`config.mk`:
```
export PLATFORM = sky130hd
export DESIGN_NAME = exception_controller
export DESIGN_NICKNAME = d
export VERILOG_FILES = /design/src/rtl/exception_pkg.sv /design/src/rtl/exc_priority_enc.sv /design/src/rtl/exception_controller.sv
export SDC_FILE = /design/constraint.sdc
export NUM_CORES = 1
export LEC_CHECK = 0
export BUFFER_PORTS_ARGS = -buffer_cell sky130_fd_sc_hd__buf_2
export CAP_MARGIN = 25
export CORE_UTILIZATION = 35
export CTS_CLUSTER_SIZE = 8
export DETAILED_ROUTE_END_ITERATION = 8
export GPL_TIMING_DRIVEN = 0
export MAX_ROUTING_LAYER = met4
export PLACE_DENSITY = 0.66
export SKIP_CTS_REPAIR_TIMING = 1
export SLEW_MARGIN = 25
export SYNTH_ARGS = -nofsm -noshare
export SYNTH_HDL_FRONTEND = slang
export SYNTH_HIERARCHICAL = 1
export SYNTH_SLANG_ARGS = --single-unit
```
`constraint.sdc`:
```
create_clock -name clk -period 4.3 [get_ports clk]
set_input_delay 0.645 -clock clk [delete_from_list [all_inputs] [get_ports clk]]
set_output_delay 0.645 -clock clk [all_outputs]
set_load 0.01 [all_outputs]
```
`src/rtl/exception_pkg.sv`:
```
// Shared types and cause codes for the exception controller.
package exception_pkg;
  localparam int ESTATUS_W = 4;

  typedef enum logic [1:0] {IDLE, REQ, HANDLER} state_e;

  localparam logic [ESTATUS_W-1:0] ECODE_NONE     = 4'h0;
  localparam logic [ESTATUS_W-1:0] ECODE_ILLEGAL  = 4'h1;
  localparam logic [ESTATUS_W-1:0] ECODE_IRQ_BASE = 4'h8;
endpackage

```
`src/rtl/exc_priority_enc.sv`:
```
// Fixed-priority cause encoder: illegal instruction first, then lowest IRQ index.
module exc_priority_enc
  import exception_pkg::*;
#(
  parameter int NUM_IRQ = 4
) (
  input  logic                 illegal_instr,
  input  logic [NUM_IRQ-1:0]   req,
  output logic                 valid,
  output logic [ESTATUS_W-1:0] code,
  output logic [NUM_IRQ-1:0]   grant
);

  always_comb begin
    valid = illegal_instr | (|req);
    code  = ECODE_NONE;
    grant = '0;
    // Scan high to low so the lowest requesting line ends up winning.
    for (int i = NUM_IRQ - 1; i >= 0; i--) begin
      if (req[i]) begin
        code     = ECODE_IRQ_BASE + ESTATUS_W'(i);
        grant    = '0;
        grant[i] = 1'b1;
      end
    end
    if (illegal_instr) begin
      code  = ECODE_ILLEGAL;
      grant = '0;
    end
  end

endmodule

```
`src/rtl/exception_controller.sv`:
```
// Exception sequencer: IRQ edge capture, masking, arbitration, Exc/ExcAck handshake, ERET.
// Optional ExcAck timeout (with ack_timeout port) enabled by defining EXC_ACK_TIMEOUT_EN.
module exception_controller
  import exception_pkg::*;
#(
  parameter int NUM_IRQ = 4
`ifdef EXC_ACK_TIMEOUT_EN
  , parameter int TIMEOUT = 16
`endif
) (
  input  logic                 clk,
  input  logic                 reset,
  input  logic                 illegal_instr,
  input  logic [NUM_IRQ-1:0]   irq,
  input  logic                 eret_in,
  input  logic                 mask_we,
  input  logic [NUM_IRQ-1:0]   mask_wdata,
  input  logic                 ExcAck,
  output logic                 Exc,
  output logic [ESTATUS_W-1:0] EStatus,
  output logic                 ERet,
  output logic                 in_handler,
  output logic [NUM_IRQ-1:0]   pending,
  output logic                 double_fault
`ifdef EXC_ACK_TIMEOUT_EN
  , output logic               ack_timeout
`endif
);

  state_e               state_q, state_d;
  logic                 exc_q, exc_d, eret_q, eret_d, inh_q, inh_d, df_q, df_d;
  logic [ESTATUS_W-1:0] est_q, est_d;
  logic [NUM_IRQ-1:0]   pend_q, pend_d, mask_q, mask_d, prev_q, taken_q, taken_d;
  logic [NUM_IRQ-1:0]   irq_rise, clr, win_grant;
  logic [ESTATUS_W-1:0] win_code;
  logic                 win_valid;

`ifdef EXC_ACK_TIMEOUT_EN
  localparam int CNT_W = ($clog2(TIMEOUT + 1) > 8) ? $clog2(TIMEOUT + 1) : 8;
  logic [CNT_W-1:0] cnt_q, cnt_d;
  logic             to_q, to_d;
  assign ack_timeout = to_q;
`endif

  exc_priority_enc #(.NUM_IRQ(NUM_IRQ)) u_enc (
    .illegal_instr(illegal_instr),
    .req          (pend_q & mask_q),
    .valid        (win_valid),
    .code         (win_code),
    .grant        (win_grant)
  );

  assign irq_rise = irq & ~prev_q;

  always_comb begin
    state_d = state_q;
    exc_d   = exc_q;
    est_d   = est_q;
    eret_d  = 1'b0;
    inh_d   = inh_q;
    df_d    = df_q;
    taken_d = taken_q;
    clr     = '0;
    mask_d  = mask_we ? mask_wdata : mask_q;
`ifdef EXC_ACK_TIMEOUT_EN
    cnt_d   = cnt_q;
    to_d    = to_q;
`endif
    case (state_q)
      IDLE: begin
        if (win_valid) begin
          state_d = REQ;
          exc_d   = 1'b1;
          est_d   = win_code;
          taken_d = win_grant;
`ifdef EXC_ACK_TIMEOUT_EN
          cnt_d   = '0;
`endif
        end
      end
      REQ: begin
        if (ExcAck) begin
          state_d = HANDLER;
          exc_d   = 1'b0;
          inh_d   = 1'b1;
          clr     = taken_q;
        end
`ifdef EXC_ACK_TIMEOUT_EN
        // Abandon the request; pending is left intact so it re-arbitrates.
        else if (cnt_q == CNT_W'(TIMEOUT - 1)) begin
          state_d = IDLE;
          exc_d   = 1'b0;
          est_d   = ECODE_NONE;
          to_d    = 1'b1;
        end else begin
          cnt_d = cnt_q + 1'b1;
        end
`endif
      end
      HANDLER: begin
        if (illegal_instr) df_d = 1'b1;
        if (eret_in) begin
          state_d = IDLE;
          eret_d  = 1'b1;
          inh_d   = 1'b0;
          est_d   = ECODE_NONE;
        end
      end
      default: state_d = IDLE;
    endcase
    // A new edge in the ack cycle beats the clear of the taken line.
    pend_d = (pend_q & ~clr) | irq_rise;
  end

  always_ff @(posedge clk or posedge reset) begin
    if (reset) begin
      state_q <= IDLE;
      exc_q   <= 1'b0;
      est_q   <= ECODE_NONE;
      eret_q  <= 1'b0;
      inh_q   <= 1'b0;
      df_q    <= 1'b0;
      pend_q  <= '0;
      mask_q  <= '1;
      prev_q  <= '0;
      taken_q <= '0;
`ifdef EXC_ACK_TIMEOUT_EN
      cnt_q   <= '0;
      to_q    <= 1'b0;
`endif
    end else begin
      state_q <= state_d;
      exc_q   <= exc_d;
      est_q   <= est_d;
      eret_q  <= eret_d;
      inh_q   <= inh_d;
      df_q    <= df_d;
      pend_q  <= pend_d;
      mask_q  <= mask_d;
      prev_q  <= irq;
      taken_q <= taken_d;
`ifdef EXC_ACK_TIMEOUT_EN
      cnt_q   <= cnt_d;
      to_q    <= to_d;
`endif
    end
  end

  assign Exc          = exc_q;
  assign EStatus      = est_q;
  assign ERet         = eret_q;
  assign in_handler   = inh_q;
  assign pending      = pend_q;
  assign double_fault = df_q;

endmodule

```
== After elaboration in Yosys (flattened, before gate mapping) ==
Cells that the tools add are included.

* Register bits after elaboration: 26
* Memories kept: 0
* Word-level logic and storage cells: 60
* Bits in latches: 0
* RAM bits: 0
* Input port bits: 14
* ROM bits: 0

* $add $sub $neg: 0
* Div/mod/pow operators: 0
* Muxes and demuxes: 27
* Bitwise logic cells: 7
* $mul: 0
* Shift operators: 0
* Reduce and logical (&&, ||, !) cells: 11
* Magnitude comparators: 0
* Eq/ne operators: 5

{| class="wikitable"
|+ Operators by type and width
! kind !! number
|-
| 2-to-1 mux 4 bit || 14
|-
| bitwise AND 4 bit || 3
|-
| AND reduction 3 bit || 4
|-
| inverter 4 bit || 2
|-
| case mux 4 bit (2 select lines) || 1
|-
| 2-to-1 mux 1 bit || 6
|-
| 2-to-1 mux 2 bit || 3
|-
| case mux 2 bit (3 select lines) || 1
|-
| nonzero test 2 bit || 3
|-
| != test 2 bit, second input constant || 2
|-
| bitwise OR 4 bit || 1
|-
| case mux 1 bit (2 select lines) || 2
|-
| AND reduction 2 bit || 2
|-
| OR reduction 4 bit || 1
|-
| equality test 2 x 1 -> 1 bit, second input constant || 1
|-
| equality test 2 bit, second input constant || 1
|-
| logical NOT 2 bit || 1
|-
| != test 2 x 1 -> 1 bit, second input constant || 1
|-
| bitwise OR 1 bit || 1
|}

== Logic depth before layout (Yosys ltp) ==
Gate-level depths: netlist (run 1).

* Depth in word-level cells: 8
* Depth in mapped cells: 6
* Gate-level depth less buffers: 6

== Modules after synthesis ==
The synthesis (run 1) kept the hierarchy.

{| class="wikitable"
|+ Modules (own cells, without submodules)
! module !! cells each !! area an instance (µm²) !! instances
|-
| exception_controller || 83 || 1,057.3 || 1
|-
| exc_priority_enc || 15 || 86.3 || 1
|}

== Worst setup path before layout (run 1) ==
OpenSTA, ideal clock, no wires.

* Kind: register to register
* Start point: register pend_q[1], in the netlist pending[1]
* End point: register taken_q[0]
* Slack: 2,599 ps
* Path buffers: 0
* Arrival: 1,576 ps
* Cell stages (with the launch flop): 7
* Library setup time: 125 ps
* Data required time: 4,175 ps
* Path through: dfrtp_1 -> and2_1 -> nor3_2 -> nand2_1 -> nor2b_4 -> and2_4 -> mux2_4

* Longest elaborated chain between the ends: 4
* Elaborated cells on any way between the ends: 7
* Classes of those cells: mux: 3; bitwise: 2; reduce/logical: 2

{| class="wikitable"
|+ Ends and longest elaborated chain
! item !! line !! text
|-
| from (decl) || exception_controller.sv:33 || <nowiki>logic [NUM_IRQ-1:0] pend_q, pend_d, mask_q, mask_d, prev_q, taken_q, taken_d;</nowiki>
|-
| from (signal assigned) || exception_controller.sv:138 || <nowiki>pend_q <= pend_d;</nowiki>
|-
| bitwise AND 4 bit || exception_controller.sv:47 || <nowiki>.req (pend_q & mask_q),</nowiki>
|-
| OR reduction 4 bit || exc_priority_enc.sv:15 || <nowiki>valid = illegal_instr | (|req);</nowiki>
|-
| bitwise OR 1 bit || exc_priority_enc.sv:15 ||
|-
| net win_valid || exception_controller.sv:36 || <nowiki>logic win_valid;</nowiki>
|-
| AND reduction 2 bit (no source line) || - ||
|-
| to (signal assigned) || exception_controller.sv:141 || <nowiki>taken_q <= taken_d;</nowiki>
|-
| to (decl) || exception_controller.sv:33 ||
|}

The timed path passes the listed nets, and every way through them passes these cells.
A chain may end at the register's enable or synchronous reset.

== Final worst setup path (run 1) ==
* Start point: register mask_q[1]
* End point: register taken_q[1]

* Longest elaborated chain between the ends: 4
* Elaborated cells on any way between the ends: 7
* Classes of those cells: mux: 3; bitwise: 2; reduce/logical: 2

{| class="wikitable"
|+ Ends and longest elaborated chain
! item !! line !! text
|-
| from (decl) || exception_controller.sv:33 ||
|-
| from (signal assigned) || exception_controller.sv:139 || <nowiki>mask_q <= mask_d;</nowiki>
|-
| bitwise AND 4 bit || exception_controller.sv:47 ||
|-
| OR reduction 4 bit || exc_priority_enc.sv:15 ||
|-
| bitwise OR 1 bit || exc_priority_enc.sv:15 ||
|-
| net win_valid || exception_controller.sv:36 ||
|-
| AND reduction 2 bit (no source line) || - ||
|}

The timed path passes the listed nets, and every way through them passes these cells.

==> results of run 1 <==
[per-stage QoR]
stage	std cells	area, sq um	power, uW	hold slack, ns	utilization (%)
after global routing	171	1380	871	0.410	44.7
final	171	1380	807	0.389	44.7
after global placement	167	1320	645	0.458	43.0
after detailed placement	167	1320	653	0.463	43.0
after floorplan	98	1140	564	0.482	-
after CTS	171	1380	820	0.427	44.7
[path summary, 6_finish.rpt]
path                       slack (ns)  cells past startpoint         start      endpoint
max                              2.38                      6     mask_q[1]    taken_q[1]
min                              0.39                      2         reset     prev_q[2]
max reg2reg                      2.38                      6     mask_q[1]    taken_q[1]
min reg2reg                      0.50                      1  double_fault  double_fault
max in group asynchronous        3.51                      2         reset    in_handler
min in group clk                 0.44                      1        irq[0]     prev_q[0]
[layer usage]
metal / track usage (%) / vias to the layer above / wire length (um)
met4: 5.10 / 0 / 0
li1: - / 386 / -
met2: 20.1 / 20 / 890
met1: 17.3 / 380 / 981
met3: 2.62 / 0 / 86
met5: - / - / 0
[report_power, final]
group	switching [uW]	internal [uW]	total, uW	leakage [uW]
Sequential	47.6	316	364	0.000298
Combinational	136	143	279	0.000336
Clock	69.7	94.2	164	0.0000279
Total	254	554	807	0.000662
[logic make-up after synthesis]
kind of cell	count (synthesis)	synth area share (%)
compound gates	22	13.2
buf+inv	12	4.70
flops	26	57.3
other cells	1	0.328
mux	8	9.19
simple gates	29	15.2
[final cells by class]
cell class	instances	share of cell area, %
Clock buffer	3	1.64
Inverter	9	2.45
Buffer	3	1.45
Clock inverter	1	2.18
Tap cell	44	4.00
Sequential cell	26	47.6
Timing Repair Buffer	25	9.09
Multi-Input combinational cell	60	31.5
[cells in the mapped netlist]
library cell	instances	share of area [%]
a21o_1	2	1.3
o21ai_0	2	0.88
o2bb2ai_1	4	3.1
conb_1	1	0.33
nor2_1	5	1.6
nor3_1	1	0.44
nand2b_1	1	0.55
a22o_1	4	3.1
dfrtp_1	22	48
nor2b_1	5	2.7
nor3_2	1	0.88
dfstp_2	4	9.2
nor4_1	1	0.55
nor2b_4	1	1.2
mux2_2	4	3.9
and2b_1	1	0.66
o21bai_1	1	0.66
nand2_1	5	1.6
nor3b_1	1	0.66
and3b_1	1	0.77
and2_1	5	2.7
and2_4	1	0.77
a21o_2	1	0.77
mux2_4	4	5.3
a21oi_1	8	3.5
inv_1	9	3.0
buf_2	1	0.44
buf_4	2	1.3
[sequential cells by signal (all words and copies together), names as in the netlist]
signal,count
taken_q,4
in_handler,1
prev_q,4
Exc,1
state_q,2
double_fault,1
ERet,1
mask_q,4
EStatus,4
pending,4
[worst max-delay path: stages, from the launching register on]
cell     delay [ns]
dfstp_2        0.55
and2_1         0.22
nor3_2         0.09
nand2_1        0.19
nor2b_4        0.25
and2_4         0.21
mux2_4         0.30
==> metrics.cfg, run 1 <==
[status]
status = finished, final reports clean

[logic_synthesis]
syn_inst = 98
ys_ff_latch = 26
ys_seq_area_share_pct = 57.3
syn_avg_cell_area_sq_um = 11.7
synth_area_sq_um = 1140
yosysUniqueCellTypes = 28
syn-num-nets = 112
ys_warn_count = 6

[drt]
firstDrtPassIters = 4
wirelength_mm = 1.96
wl_per_cell_um = 11.5
first_iter_violations = 17
vias = 786
remaining_drc_errors = 0
ant_nets = 0
viasPerCell = 4.60

[die]
die_y_um = 59.2
die_w_um = 59.2
die_area_sq_um = 3500
rows = 20
initial_core_util_pct = 37.2
core_area_sq_um = 3080
io_pins = 26

[finish]
multi_input_area_sq_um = 434
area_growth_pct = 20.4
regArea_sq_um = 656
nNetsFinal = 142
fillCellCount = 311
mostFrequentLayoutCells = 26 x buf_2, 22 x dfrtp_1, 8 x inv_1, 8 x a21oi_1
layout_commonest_cell = buf_2
drive_above_1_share_pct = 37.8
num_antenna_cells = 0

[clocking]
cts_tree = done
cts_buffer_depth = 2
clkTransAtPathRegs_ns = 0.14
clkLatencyLatePin_ns = 0.31
cts_sinks = 26
htree_levels = 1
clockRootBuffer = clkbuf_4
cts_buffers = 3

[sta]
finalWorstSetupSlack_ns = 2.38
timing.final.crit_period_ns = 1.92
drv_slew = 0
period_share_pct = 44.6
max_slew_margin_pct = 40.8
setup_tns_ns = 0
finalHoldViolCount = 0
finalClockSkew_ns = 0.00395
rsz0062_at_grt = no
setup_viol = 0
fmax_mhz = 521
tightest_slew_ns = 0.882

[critical_path]
worstPathArrival_ns = 2.13
crit_type = register to register
required_ns = 4.51
cp-start-kind = register
crit_fanout = 6
worstSetupEndpointType = register

[placement]
port_buffers = 25
gp_congestion = 0.806
post-place-ws_ns = 2.35
hpwl_mm = 1.47

[power]
worst_ir_drop_vdd_mv = 0.276
power.density_nw_per_um2 = 587
p_leak_uw = 0.000662

[grt]
antenna_found_initial = 0
grt-ovfl-total = 0
grt_pass1_vias = 713
grt_max_degree = 27
grt_pass1_wl_mm = 3.28
grt_use_total_pct = 13.2

[min_path]
worstHoldPathType = input port to async pin

[flow_run]
cap_violations = 0

Note: power is estimated with default switching activity, not from simulation.
==> inputs of run 2 (changes only) <==
--- a/config.mk
+++ b/config.mk
@@ -12,7 +12,7 @@
 export DETAILED_ROUTE_END_ITERATION = 8
 export GPL_TIMING_DRIVEN = 0
 export MAX_ROUTING_LAYER = met4
-export PLACE_DENSITY = 0.66
+export PLACE_DENSITY = 0.68
 export SKIP_CTS_REPAIR_TIMING = 1
 export SLEW_MARGIN = 25
 export SYNTH_ARGS = -nofsm -noshare
==> constraint.sdc (replaced) <==
create_clock -name clk -period 1.6 [get_ports clk]
set_input_delay 0.24 -clock clk [delete_from_list [all_inputs] [get_ports clk]]
set_output_delay 0.24 -clock clk [all_outputs]
set_load 0.01 [all_outputs]
==> metrics.cfg, run 2 (synthesis results as in run 1) <==
[finish]
layout_commonest_cell = buf_2  ; unchanged
drive_above_1_share_pct = 44.8  ; was 37.8%
area_growth_pct = 25.9  ; was 20.4%
nNetsFinal = 149  ; was 142
mostFrequentLayoutCells = 26 x buf_2, 22 x dfrtp_1, 8 x inv_1, 8 x a21oi_1, 7 x buf_4  ; was 26 x buf_2, 22 x dfrtp_1, 8 x inv_1, 8 x a21oi_1
stdcell_count = 178  ; was 171
multi_input_area_sq_um = 455  ; was 434 sq um
num_antenna_cells = 0  ; unchanged
fillCellCount = 299  ; was 311
regArea_sq_um = 656  ; unchanged

[placement]
hpwl_mm = 1.55  ; was 1.47 mm
place_inst = 167  ; unchanged
port_buffers = 25  ; unchanged
gp_congestion = 0.794  ; was 0.806

[critical_path]
crit_fanout = 4  ; was 6
worstPathArrival_ns = 1.76  ; was 2.13 ns
crit_type = register to register  ; unchanged
cpMostUsedCell = and2_4
cp-start-kind = register  ; unchanged
cpLargestDelayFamily = simple AND/OR/NAND/NOR gates  ; unchanged
reg2reg_slack_ns = 0.05  ; was 2.38 ns
reg2reg_to = taken_q[3]  ; was taken_q[1]
critPathMaxStageDelay_ns = 0.56  ; was 0.55 ns
regToRegStartpoint = mask_q[0]  ; was mask_q[1]
worstSetupEndpointType = register  ; unchanged
crit_chain = and2_4, nor3_4, nand2_2, nor2b_4, and2_4, mux2_4  ; was and2_1, nor3_2, nand2_1, nor2b_4, and2_4, mux2_4
required_ns = 1.81  ; was 4.51 ns
reg2reg_depth = 6  ; unchanged
crit_slowest_cell = dfstp_2  ; unchanged
cp_num_buf_inv = 0  ; unchanged

[clocking]
cts_buffer_depth = 2  ; unchanged
cts_tree = done  ; unchanged
htree_levels = 1  ; unchanged
clkLatencyLatePin_ns = 0.31  ; about the same
clkTransAtPathRegs_ns = 0.14  ; about the same
clockRootBuffer = clkbuf_4  ; unchanged
cts_sinks = 26  ; unchanged
cts_buffers = 3  ; unchanged

[drt]
vias = 806  ; was 786
ant_nets = 0  ; unchanged
viasPerCell = 4.53  ; was 4.60
wirelength_mm = 2.12  ; was 1.96 mm
firstDrtPassIters = 3  ; was 4
wl_per_cell_um = 11.9  ; was 11.5 um
remaining_drc_errors = 0  ; unchanged
first_iter_violations = 6  ; was 17

[flow_run]
cap_violations = 0  ; unchanged

[die]
core_area_sq_um = 3080  ; unchanged
die_area_sq_um = 3500  ; unchanged
rows = 20  ; unchanged
io_pins = 26  ; unchanged
die_w_um = 59.2  ; unchanged
initial_core_util_pct = 37.2  ; unchanged
die_y_um = 59.2  ; unchanged

[min_path]
min-delay-start = irq[0]
hold_path_depth = 1
hold_end = prev_q[0]
worstHoldPathType = input port to register  ; was input port to async pin

[grt]
grt_max_degree = 27  ; unchanged
grt_use_total_pct = 14.0  ; was 13.2%
grt-ovfl-total = 0  ; unchanged
antenna_found_initial = 0  ; unchanged
grt_pass1_vias = 768  ; was 713
grt_pass1_wl_mm = 3.50  ; was 3.28 mm

[power]
worst_ir_drop_vdd_mv = 0.742  ; was 0.276 mV
p_leak_uw = 0.000701  ; was 0.000662 uW
power.density_nw_per_um2 = 1500  ; was 587 nW/um^2

[sta]
finalHoldViolCount = 0  ; unchanged
setup_viol = 0  ; unchanged
setup_tns_ns = 0  ; unchanged
timing.final.crit_period_ns = 1.55  ; was 1.92 ns
drv_slew = 0  ; unchanged
fmax_mhz = 647  ; was 521 MHz
period_share_pct = 96.6  ; was 44.6%
finalClockSkew_ns = 0.00358  ; was 0.00395 ns

[status]
status = finished, final reports clean  ; unchanged

[run 2: layout make-up]
cell class,count,share of cell area (%)
plain buffers,3,1.39
clock buffers,4,2.52
inverters,9,2.35
multi-input cells,60,31.6
flip-flops and latches,26,45.5
well taps,44,3.82
repair buffers,32,12.8
[run 2: metal layers]
layer  GRT usage [%]  up-vias  wire length (um)
li1                -      402                 -
met1            19.4      383              1070
met2            20.9       19               948
met3            2.62        2                87
met4            4.08        0                14
met5               -        -                 0
[run 2: worst max-delay path by stage]
stage | start | to | slack, ns | cells past startpoint
after detailed placement | mask_q[0] | taken_q[2] | -0.15 | 6
after global placement | mask_q[0] | taken_q[0] | -0.13 | 6
final | mask_q[0] | taken_q[3] | 0.05 | 6
after floorplan | mask_q[0] | taken_q[0] | 0.00004 | 6
after CTS | mask_q[0] | taken_q[3] | -0.17 | 6
after global routing | pending[1] | taken_q[0] | -0.006 | 6
[run 2: stage by stage]
stage	hold WS, ns	instance area [sq um]	setup WS (ns)	total power [uW]	util, %
after floorplan	0.271	1160	0.0000439	1540	-
after global placement	0.364	1340	-0.129	1760	43.5
after detailed placement	0.364	1340	-0.148	1780	43.5
after CTS	0.0287	1370	-0.174	2110	44.6
after global routing	0.0158	1440	-0.00636	2310	46.8
final	0.0357	1440	0.0540	2160	46.8
[run 2: where the power goes]
part	internal (uW)	total (uW)	switching [uW]
clock	139	327	188
sequential	850	981	130
combinational	457	851	395
==> inputs of run 3 (changes only) <==
--- a/config.mk
+++ b/config.mk
@@ -7,6 +7,7 @@
 export LEC_CHECK = 0
 export BUFFER_PORTS_ARGS = -buffer_cell sky130_fd_sc_hd__buf_2
 export CAP_MARGIN = 25
+export CORE_ASPECT_RATIO = 2
 export CORE_UTILIZATION = 35
 export CTS_CLUSTER_SIZE = 8
 export DETAILED_ROUTE_END_ITERATION = 8
==> metrics.cfg, run 3 (synthesis results as in run 1) <==
[power]
finalPower_uw = 2240  ; was 2160 uW
switching_share_pct = 32.0  ; was 33.0%
p_int_uw = 1530  ; was 1450 uW
p_leak_uw = 0.000717  ; was 0.000701 uW
p_seq_share_pct = 43.7  ; was 45.4%
power.density_nw_per_um2 = 1550  ; was 1500 nW/um^2
pwr-share-clk_pct = 15.7  ; was 15.1%
p_switching_uw = 717  ; was 713 uW
worst_ir_drop_vdd_mv = 0.833  ; was 0.742 mV
combPwrFrac_pct = 40.6  ; was 39.4%

[grt]
grt_use_total_pct = 13.0  ; was 14.0%
grt-ovfl-total = 0  ; unchanged
antenna_found_initial = 0  ; unchanged
grt_max_degree = 27  ; unchanged
grt_pass1_wl_mm = 3.44  ; was 3.50 mm
grt_pass1_vias = 780  ; was 768

[finish]
finalInstanceArea_sq_um = 1450  ; was 1440 sq um
layout_commonest_cell = buf_2  ; unchanged
nNetsFinal = 152  ; was 149
num_antenna_cells = 0  ; unchanged
utilization_pct = 45.8  ; was 46.8%
area_growth_pct = 26.4  ; was 25.9%
drive_above_1_share_pct = 47.1  ; was 44.8%
mostFrequentLayoutCells = 26 x buf_2, 22 x dfrtp_1, 12 x buf_4  ; was 26 x buf_2, 22 x dfrtp_1, 8 x inv_1, 8 x a21oi_1, 7 x buf_4

[sta]
tightest_slew_ns = 0.521
period_share_pct = 98.1  ; was 96.6%
drv_slew = 0  ; unchanged
fmax_mhz = 637  ; was 647 MHz
hold_slack_ns = -0.000959  ; was 0.0357 ns
finalWorstSetupSlack_ns = 0.0299  ; was 0.0540 ns
finalClockSkew_ns = 0.00166  ; was 0.00358 ns
finalHoldViolCount = 2  ; was 0
timing.final.crit_period_ns = 1.57  ; was 1.55 ns
max_slew_margin_pct = 65.2
setup_viol = 0  ; unchanged

[placement]
post-place-ws_ns = -0.122  ; was -0.148 ns
gp_congestion = 0.771  ; was 0.794
hpwl_mm = 1.54  ; was 1.55 mm
port_buffers = 25  ; unchanged
place_area_sq_um = 1320  ; was 1340 sq um

[critical_path]
reg2reg_slack_ns = 0.03  ; was 0.05 ns
crit_fanout = 4  ; unchanged
worstSetupEndpointType = register  ; unchanged
setup.worst_path.start = mask_q[1]  ; was mask_q[0]
reg2reg_depth = 6  ; unchanged
worstSetupEndpoint = taken_q[1]  ; was taken_q[3]
reg2reg_to = taken_q[1]  ; was taken_q[3]
crit_type = register to register  ; unchanged
worstPathArrival_ns = 1.72  ; was 1.76 ns
regToRegStartpoint = mask_q[1]  ; was mask_q[0]
cp-start-kind = register  ; unchanged
required_ns = 1.75  ; was 1.81 ns

[die]
die_y_um = 82.8  ; was 59.2 um
rows = 29  ; was 20
initial_core_util_pct = 36.2  ; was 37.2%
io_pins = 26  ; unchanged
die_area_sq_um = 3510  ; was 3500 sq um
die_w_um = 42.4  ; was 59.2 um
core_area_sq_um = 3160  ; was 3080 sq um

[drt]
first_iter_violations = 5  ; was 6
ant_nets = 0  ; unchanged
firstDrtPassIters = 4  ; was 3
remaining_drc_errors = 0  ; unchanged
vias = 818  ; was 806
wirelength_mm = 2.07  ; was 2.12 mm
wl_per_cell_um = 12.4  ; was 11.9 um
viasPerCell = 4.90  ; was 4.53

[status]
violations = negative hold slack
status = complete, but fails checks  ; was finished, final reports clean

[clocking]
cts_tree = done  ; unchanged
cts_sinks = 26  ; unchanged
htree_levels = 1  ; unchanged
cts_buffers = 3  ; unchanged
clkTransAtPathRegs_ns = 0.08  ; was 0.14 ns
cts_buffer_depth = 2  ; unchanged
clockRootBuffer = clkbuf_8  ; was clkbuf_4
clkLatencyLatePin_ns = 0.26  ; was 0.31 ns

[min_path]
worstHoldPathType = input port to async pin  ; was input port to register

[flow_run]
cap_violations = 0  ; unchanged

-- run 3: power groups by stage --
stage               Sequential [uW]  Combinational [uW]  Clock (uW)
floorplan                      1030                 511           0
global route                   1000                1000         390
finish                          979                 911         352
CTS                             986                 786         366
detailed placement              998                 782           0
global placement                986                 770           0
-- run 3: how the worst min path moves through the flow --
stage | start | cells after the start | endpoint
floorplan | irq[0] | 0 | prev_q[0]
global placement | irq[2] | 1 | prev_q[2]
detailed placement | irq[3] | 1 | prev_q[3]
CTS | irq[3] | 1 | prev_q[3]
global route | reset | 2 | pending[2]
finish | reset | 2 | prev_q[2]
-- run 3: critical path: stages (launching register included) --
cell,delay (ns)
dfstp_2,0.54
and2_4,0.16
nor3_4,0.05
nand2_2,0.07
nor2b_4,0.15
and2_4,0.19
mux2_4,0.30
-- run 3: final cells by class --
class	instances	area, sq um
clock buffer	3	41.3
inverter	9	33.8
fill	280	1710
buffer	3	20.0
multi-input combinational	60	455
timing repair buffer	35	200
sequential	26	656
tap	31	38.8
-- run 3: through the flow --
stage               TNS, ns  cells
floorplan                 0     98
global placement     -0.469    154
detailed placement   -0.465    154
CTS                  -0.528    157
global route        -0.0419    167
finish                    0    167
-- run 3: per-layer routing --
metal / vias up / global-route usage (%) / part of all wire, %
li1: 405 / - / -
met1: 388 / 14.8 / 40
met2: 20 / 21.4 / 54
met3: 5 / 1.30 / 3.6
met4: 0 / 7.67 / 2.8
met5: - / - / 0
